===== config.mk =====
export PLATFORM = sky130hd
export DESIGN_NAME = mask_builder
export DESIGN_NICKNAME = d
export VERILOG_FILES = /design/src/rtl/mask_builder_pkg.sv /design/src/rtl/mask_dec.sv /design/src/rtl/mask_builder.sv
export SDC_FILE = /design/constraint.sdc
export NUM_CORES = 1
export LEC_CHECK = 0
export CELL_PAD_IN_SITES_DETAIL_PLACEMENT = 0
export CELL_PAD_IN_SITES_GLOBAL_PLACEMENT = 1
export CORE_MARGIN = 4
export CORE_UTILIZATION = 30
export CTS_CLUSTER_DIAMETER = 30
export CTS_CLUSTER_SIZE = 30
export DETAILED_ROUTE_END_ITERATION = 16
export PLACE_DENSITY = 0.77
export SYNTH_ARGS = -nofsm -noshare
export SYNTH_HDL_FRONTEND = slang
export SYNTH_SLANG_ARGS = --single-unit

===== constraint.sdc =====
create_clock -name clk -period 2.1 [get_ports clk]
set_input_delay 0.21 -clock clk [delete_from_list [all_inputs] [get_ports clk]]
set_output_delay 0.21 -clock clk [all_outputs]
set_load 0.01 [all_outputs]

===== src/rtl/mask_builder_pkg.sv =====
// Shared types and default sizing for mask_builder and its decoder.
package mask_builder_pkg;

  localparam int IDX_W_DEF  = 4;
  localparam int MASK_W_DEF = 1 << IDX_W_DEF;

  typedef enum logic {
    COLLECT = 1'b0,
    HOLD    = 1'b1
  } state_e;

endpackage


===== src/rtl/mask_dec.sv =====
// Binary index to one-hot decoder, purely combinational (zero latency, no flow control).
module mask_dec #(
  parameter int IDX_W  = 4,
  parameter int MASK_W = 1 << IDX_W
) (
  input  logic [IDX_W-1:0]  idx_i,
  output logic [MASK_W-1:0] onehot_o
);

  always_comb begin
    onehot_o        = '0;
    onehot_o[idx_i] = 1'b1;
  end

endmodule


===== src/rtl/mask_builder.sv =====
// Collects index beats into a one-hot-OR mask; mask_valid rises 1 cycle after the last beat.
// Mask is held under backpressure, idx_ready drops while holding (one bubble per frame); MASK_BUILDER_COUNT_EN adds mask_count.
module mask_builder
  import mask_builder_pkg::*;
#(
  parameter int IDX_W = IDX_W_DEF
) (
  input  logic                    clk,
  input  logic                    rst_n,
  input  logic                    idx_valid,
  output logic                    idx_ready,
  input  logic [IDX_W-1:0]        idx_data,
  input  logic                    idx_last,
  output logic                    mask_valid,
  input  logic                    mask_ready,
  output logic [(1 << IDX_W)-1:0] mask_data,
  output logic                    mask_dup
`ifdef MASK_BUILDER_COUNT_EN
  ,
  output logic [IDX_W:0]          mask_count
`endif
);

  localparam int MASK_W = 1 << IDX_W;

  state_e              state_q, state_d;
  logic [MASK_W-1:0]   acc_q, acc_d;
  logic                dup_q, dup_d;
  logic [MASK_W-1:0]   beat_onehot;

  mask_dec #(
    .IDX_W  (IDX_W),
    .MASK_W (MASK_W)
  ) u_dec (
    .idx_i    (idx_data),
    .onehot_o (beat_onehot)
  );

  always_comb begin
    state_d = state_q;
    acc_d   = acc_q;
    dup_d   = dup_q;
    case (state_q)
      COLLECT: begin
        if (idx_valid) begin
          acc_d = acc_q | beat_onehot;
          if ((acc_q & beat_onehot) != '0) dup_d = 1'b1;
          if (idx_last) state_d = HOLD;
        end
      end
      HOLD: begin
        // Clearing here means the next frame starts empty once COLLECT is re-entered.
        if (mask_ready) begin
          acc_d   = '0;
          dup_d   = 1'b0;
          state_d = COLLECT;
        end
      end
      default: state_d = COLLECT;
    endcase
  end

  always_ff @(posedge clk) begin
    if (!rst_n) begin
      state_q <= COLLECT;
      acc_q   <= '0;
      dup_q   <= 1'b0;
    end else begin
      state_q <= state_d;
      acc_q   <= acc_d;
      dup_q   <= dup_d;
    end
  end

  assign idx_ready  = (state_q == COLLECT);
  assign mask_valid = (state_q == HOLD);
  assign mask_data  = acc_q;
  assign mask_dup   = dup_q;

`ifdef MASK_BUILDER_COUNT_EN
  logic [IDX_W:0] count_q, count_d;

  // Counted from the next-state accumulator so the count lands in the same cycle as the mask.
  always_comb begin
    count_d = '0;
    for (int i = 0; i < MASK_W; i++) begin
      count_d = count_d + (IDX_W+1)'(acc_d[i]);
    end
  end

  always_ff @(posedge clk) begin
    if (!rst_n) count_q <= '0;
    else        count_q <= count_d;
  end

  assign mask_count = count_q;
`endif

endmodule

==> results of run 1 <==
-- power groups by stage --
stage               Sequential [mW]  Combinational, mW  Clock, mW
finish                        0.358              0.107      0.168
global route                  0.360              0.117      0.195
CTS                           0.358              0.108      0.174
detailed placement            0.366              0.107          0
global placement              0.365              0.107          0
floorplan                     0.368             0.0480          0
-- through the flow --
stage / util / std cells
2_1_floorplan: - / 93
3_3_place_gp: 0.447 / 152
3_5_place_dp: 0.447 / 152
4_1_cts: 0.456 / 155
5_1_grt: 0.456 / 155
6_report: 0.456 / 155
-- flip-flops by register name, indices dropped and copies added, names as in the netlist --
signal,cells
mask_dup,1
mask_valid,1
mask_data,16
-- final cells by class --
cell class                      count  area, sq um  share of cell area
Clock buffer                        3         22.5              0.0199
Timing Repair Buffer               33          315               0.279
Tap cell                           30         37.5              0.0332
Inverter                            3         11.3             0.00997
Multi-Input combinational cell     68          383               0.339
Sequential cell                    18          360               0.319
-- cell families after synthesis --
kind of cell	after synthesis	synth area share
compound gates	27	0.213
buf+inv	7	0.0419
flops	18	0.465
mux	5	0.0677
simple gates	36	0.213
-- cell usage after synthesis, drive strengths merged --
cell type	number	area share
a211oi	2	0.019
a21oi	15	0.097
a221oi	1	0.011
a22o	1	0.011
a22oi	1	0.0097
a31oi	4	0.032
a32o	1	0.013
and3	1	0.0081
and3b	1	0.011
buf	3	0.023
clkbuf	1	0.0048
dfxtp	18	0.46
inv	3	0.015
mux2	2	0.029
mux2i	3	0.039
nand2	3	0.015
nand2b	1	0.0081
nor2	21	0.10
nor2b	4	0.032
nor3	3	0.019
nor4	1	0.0081
o21ai	1	0.0064
o311a	1	0.013
or4	1	0.0097
-- layer usage --
layer | global-route usage | vias to the layer above | routed length, microns
li1 | - | 396 | -
met1 | 0.179 | 379 | 942
met2 | 0.200 | 25 | 1030
met3 | 0.0526 | 2 | 142
met4 | 0.0388 | 0 | 14
met5 | 0 | - | 0
-- final timing paths --
check	to	cells past startpoint	startpoint
max	mask_dup$_SDFFE_PN0P_	5	idx_data[2]
min	mask_dup$_SDFFE_PN0P_	2	rst_n
max reg2reg	mask_dup$_SDFFE_PN0P_	4	mask_data[5]$_SDFFE_PN0P_
min reg2reg	mask_data[13]$_SDFFE_PN0P_	2	mask_data[13]$_SDFFE_PN0P_
==> results.json, run 1 <==
{
  "status": "finished clean",
  "synth_seq_cells": 18,
  "p_sw_uw": 162,
  "finalSetupTns_ps": 0,
  "relSlewSlack": 0.624,
  "nFillCells": 249,
  "finish.instance_area_sq_um": 1130,
  "post_cts_buffers": 0,
  "drt_pass1_iterations": 4,
  "p_seq_frac": 0.565,
  "gr-total-overflow": 0,
  "p_sw_frac": 0.256,
  "drv_cap": 0,
  "drcViolationCount": 0,
  "clockBufferDepth": 2,
  "ys_types": 26,
  "max_freq_mhz": 567,
  "die_area_sq_um": 3460,
  "gp_congestion": 0.847,
  "layout_common_cells": "clkdlybuf4s50_1 (27), nor2_1 (21), dfxtp_1 (18)",
  "area_growth_pct": 45.6,
  "skew_ps": 7.65,
  "grt_pass1_wl_microns": 3490,
  "cts_resized": 0,
  "path_buf_inv": 1,
  "synth-warning-count": 0,
  "ff2ff_setup_slack_ps": 440,
  "hold_slack_ps": 492,
  "crit_family": "compound AO/OA/AOI/OAI gates",
  "start_util": 0.313,
  "numCtsBuffers": 3,
  "nets": 136,
  "drt_wl_total_microns": 2130,
  "criticalPathCategory": "input port to register",
  "clock_latency_ps": 290,
  "antenna_cells": 0,
  "vias": 802,
  "place_hpwl_microns": 1640,
  "wl_per_cell_microns": 13.7,
  "fin_crit_ps": 1760,
  "crit_fanout": 2,
  "drive_gt1_frac": 0.0800,
  "power_density_nw_per_um2": 560,
  "core_area_sq_um": 2480,
  "hp-class": "input port to register",
  "slowest_delay_ps": 500,
  "grt_max_degree": 18,
  "postCtsHoldBufs": 0,
  "setup_viol": 0,
  "final_common_cell": "clkdlybuf4s50_1",
  "first_iter_violations": 25,
  "peakVddDrop_mv": 0.449,
  "pwr-share-clk": 0.265,
  "place_area_sq_um": 1110,
  "crit_path_cell_trace": "clkdlybuf4s50_1 > mux2_1 > a32o_1 > or4_1 > o311a_1",
  "track_usage": 0.134,
  "syn_nets": 102,
  "ant_nets": 0,
  "crit_required_ps": 2290,
  "place_ws_ps": 13.1,
  "htree_levels": 1,
  "critPathArrivalTime_ps": 1950,
  "final.setup.worst_slack_ps": 338,
  "fin_crit_sh": 0.839,
  "rsz0062_at_grt": "no",
  "detail_route.vias_per_cell": 5.17,
  "cts_sinks": 18,
  "io_buffers": 27,
  "pin_count": 28,
  "fp.dieH_microns": 58.9,
  "syn_inst": 93,
  "crit_path_start_kind": "input port",
  "seq_area_frac_synth": 0.465,
  "antenna_found_initial": 0,
  "clkTransAtPathRegs_ps": 100,
  "cts_tree": "done",
  "cp-end-kind": "register",
  "p_int_uw": 471,
  "leakagePower_nw": 0.439,
  "syn_avg_cell_area_sq_um": 8.34,
  "cts_root_buf": "clkbuf_4",
  "pwr-share-comb": 0.169,
  "first_global_vias": 734,
  "slowest_stage": "clkdlybuf4s50_1",
  "fp-row-count": 18,
  "die_w_microns": 58.9,
  "worstMarginPinSlew_ps": 562,
  "hold_viol": 0,
  "netlist_area_sq_um": 776,
  "slew_violations": 0,
  "p_total_uw": 632
}
Note: power is estimated with default switching activity, not from simulation.
==> run 2: changes to the inputs <==
Settings changed: CORE_UTILIZATION 30 to 27, PLACE_DENSITY 0.77 to 0.74.
Clock period 2.1 ns to 1.4 ns, I/O delays scaled along.
==> results.json, run 2 (same netlist as run 1, synthesis figures left out) <==
{
  "skew_ps": 7.52,
  "place_hpwl_microns": 1800,
  "gr-total-overflow": 0,
  "crit_required_ps": 1610,
  "clkTransAtPathRegs_ps": 110,
  "crit_family": "compound AO/OA/AOI/OAI gates",
  "multi_input_area_sq_um": 399,
  "hp-class": "input port to register",
  "r2r-end": "mask_dup$_SDFFE_PN0P_",
  "place_ws_ps": -642,
  "drt_wl_total_microns": 2310,
  "cp.depth": 4,
  "max_freq_mhz": 618,
  "crit_end": "mask_dup$_SDFFE_PN0P_",
  "drcViolationCount": 0,
  "cts_sinks": 18,
  "clock_latency_ps": 300,
  "hold_slack_ps": 398,
  "drt_pass1_iterations": 4,
  "antenna_cells": 0,
  "die_area_sq_um": 3790,
  "fp.dieH_microns": 61.6,
  "criticalPathCategory": "register to register",
  "slew_violations": 0,
  "crit_path_cell_trace": "mux2_4 > a32o_1 > or4_1 > o311a_1",
  "crit_fanout": 2,
  "cts_tree": "done",
  "fin_crit_sh": 1.16,
  "vias": 858,
  "area_growth_pct": 69.0,
  "place_area_sq_um": 1250,
  "peakVddDrop_mv": 0.603,
  "finalSetupTns_ps": -219,
  "io_buffers": 27,
  "drv_cap": 0,
  "fp-row-count": 19,
  "register_area_sq_um": 365,
  "layout_common_cells": "nor2_1 (21), buf_4 (20), a21oi_1 (15)",
  "cp-startpoint": "mask_data[1]$_SDFFE_PN0P_",
  "final.setup.worst_slack_ps": -219,
  "largest_reg_flops": 16,
  "power_density_nw_per_um2": 811,
  "slowest_stage": "or4_1",
  "start_util": 0.281,
  "htree_levels": 1,
  "leakagePower_nw": 0.712,
  "place_inst": 170,
  "wl_per_cell_microns": 13.3,
  "critPathArrivalTime_ps": 1830,
  "r2r_start": "mask_data[1]$_SDFFE_PN0P_",
  "nets": 153,
  "finish.instance_area_sq_um": 1310,
  "ant_nets": 0,
  "die_w_microns": 61.6,
  "grt_pass1_wl_microns": 3910,
  "rsz0062_at_grt": "yes",
  "hold_viol": 0,
  "fin_crit_ps": 1620,
  "drive_gt1_frac": 0.245,
  "worstMarginPinSlew_ps": 330,
  "grt_max_degree": 17,
  "first_iter_violations": 14,
  "final_common_cell": "nor2_1",
  "postCtsHoldBufs": 0,
  "core_area_sq_um": 2760,
  "detail_route.vias_per_cell": 4.93,
  "gp_congestion": 0.853,
  "cp-end-kind": "register",
  "reg2reg_depth": 4,
  "p_total_mw": 1.06,
  "crit_path_start_kind": "register",
  "clockBufferDepth": 2,
  "post_cts_buffers": 0,
  "fin_util": 0.475,
  "track_usage": 0.139,
  "cts_root_buf": "clkbuf_4",
  "first_global_vias": 853,
  "relSlewSlack": 0.776,
  "nFillCells": 280,
  "status": "finished, violations left",
  "ff2ff_setup_slack_ps": -220,
  "stdcell_count": 174,
  "path_buf_inv": 0,
  "numCtsBuffers": 3,
  "violations": "negative setup slack",
  "pin_count": 28,
  "setup_viol": 1,
  "antenna_found_initial": 0,
  "slowest_delay_ps": 400
}
==> run 2: final cells by class <==
class | count | share of cell area
repair buffers | 50 | 0.351
well taps | 31 | 0.0296
clock buffers | 4 | 0.0277
multi-input cells | 68 | 0.304
flip-flops and latches | 18 | 0.279
inverters | 3 | 0.00859
==> run 2: tightest hold or removal path: cells and delay by family <==
kind                   cells  cell delay [ps]
AND/OR/NAND/NOR            1               70
buffers and inverters      2              390
AO/OA/AOI/OAI              1               70
==> run 2: timing repair <==
action                                  in CTS  in global routing
pin swaps                                    0                  0
endpoints found under the setup margin      14                 13
resized for setup                           20                  8
==> run 2: how the worst min path moves through the flow <==
stage	from	end	slack [ps]	depth (start not counted)
floorplan	rst_n	mask_dup$_SDFFE_PN0P_	270	1
global placement	mask_data[15]$_SDFFE_PN0P_	mask_data[15]$_SDFFE_PN0P_	480	2
detailed placement	mask_data[15]$_SDFFE_PN0P_	mask_data[15]$_SDFFE_PN0P_	490	2
CTS	rst_n	mask_dup$_SDFFE_PN0P_	390	2
global route	rst_n	mask_dup$_SDFFE_PN0P_	410	2
finish	idx_data[1]	mask_data[7]$_SDFFE_PN0P_	400	4
==> run 2: power by group <==
| part | switching (mW) | internal, mW |
|---|---|---|
| registers | 0.00932 | 0.526 |
| logic | 0.0913 | 0.103 |
| clock network | 0.175 | 0.159 |
| total | 0.276 | 0.787 |
==> run 2: routing by layer <==
metal  part of all wire  GRT usage
met5                  0          0
met4             0.0030     0.0273
met3              0.065     0.0545
met2               0.49      0.235
met1               0.44      0.169
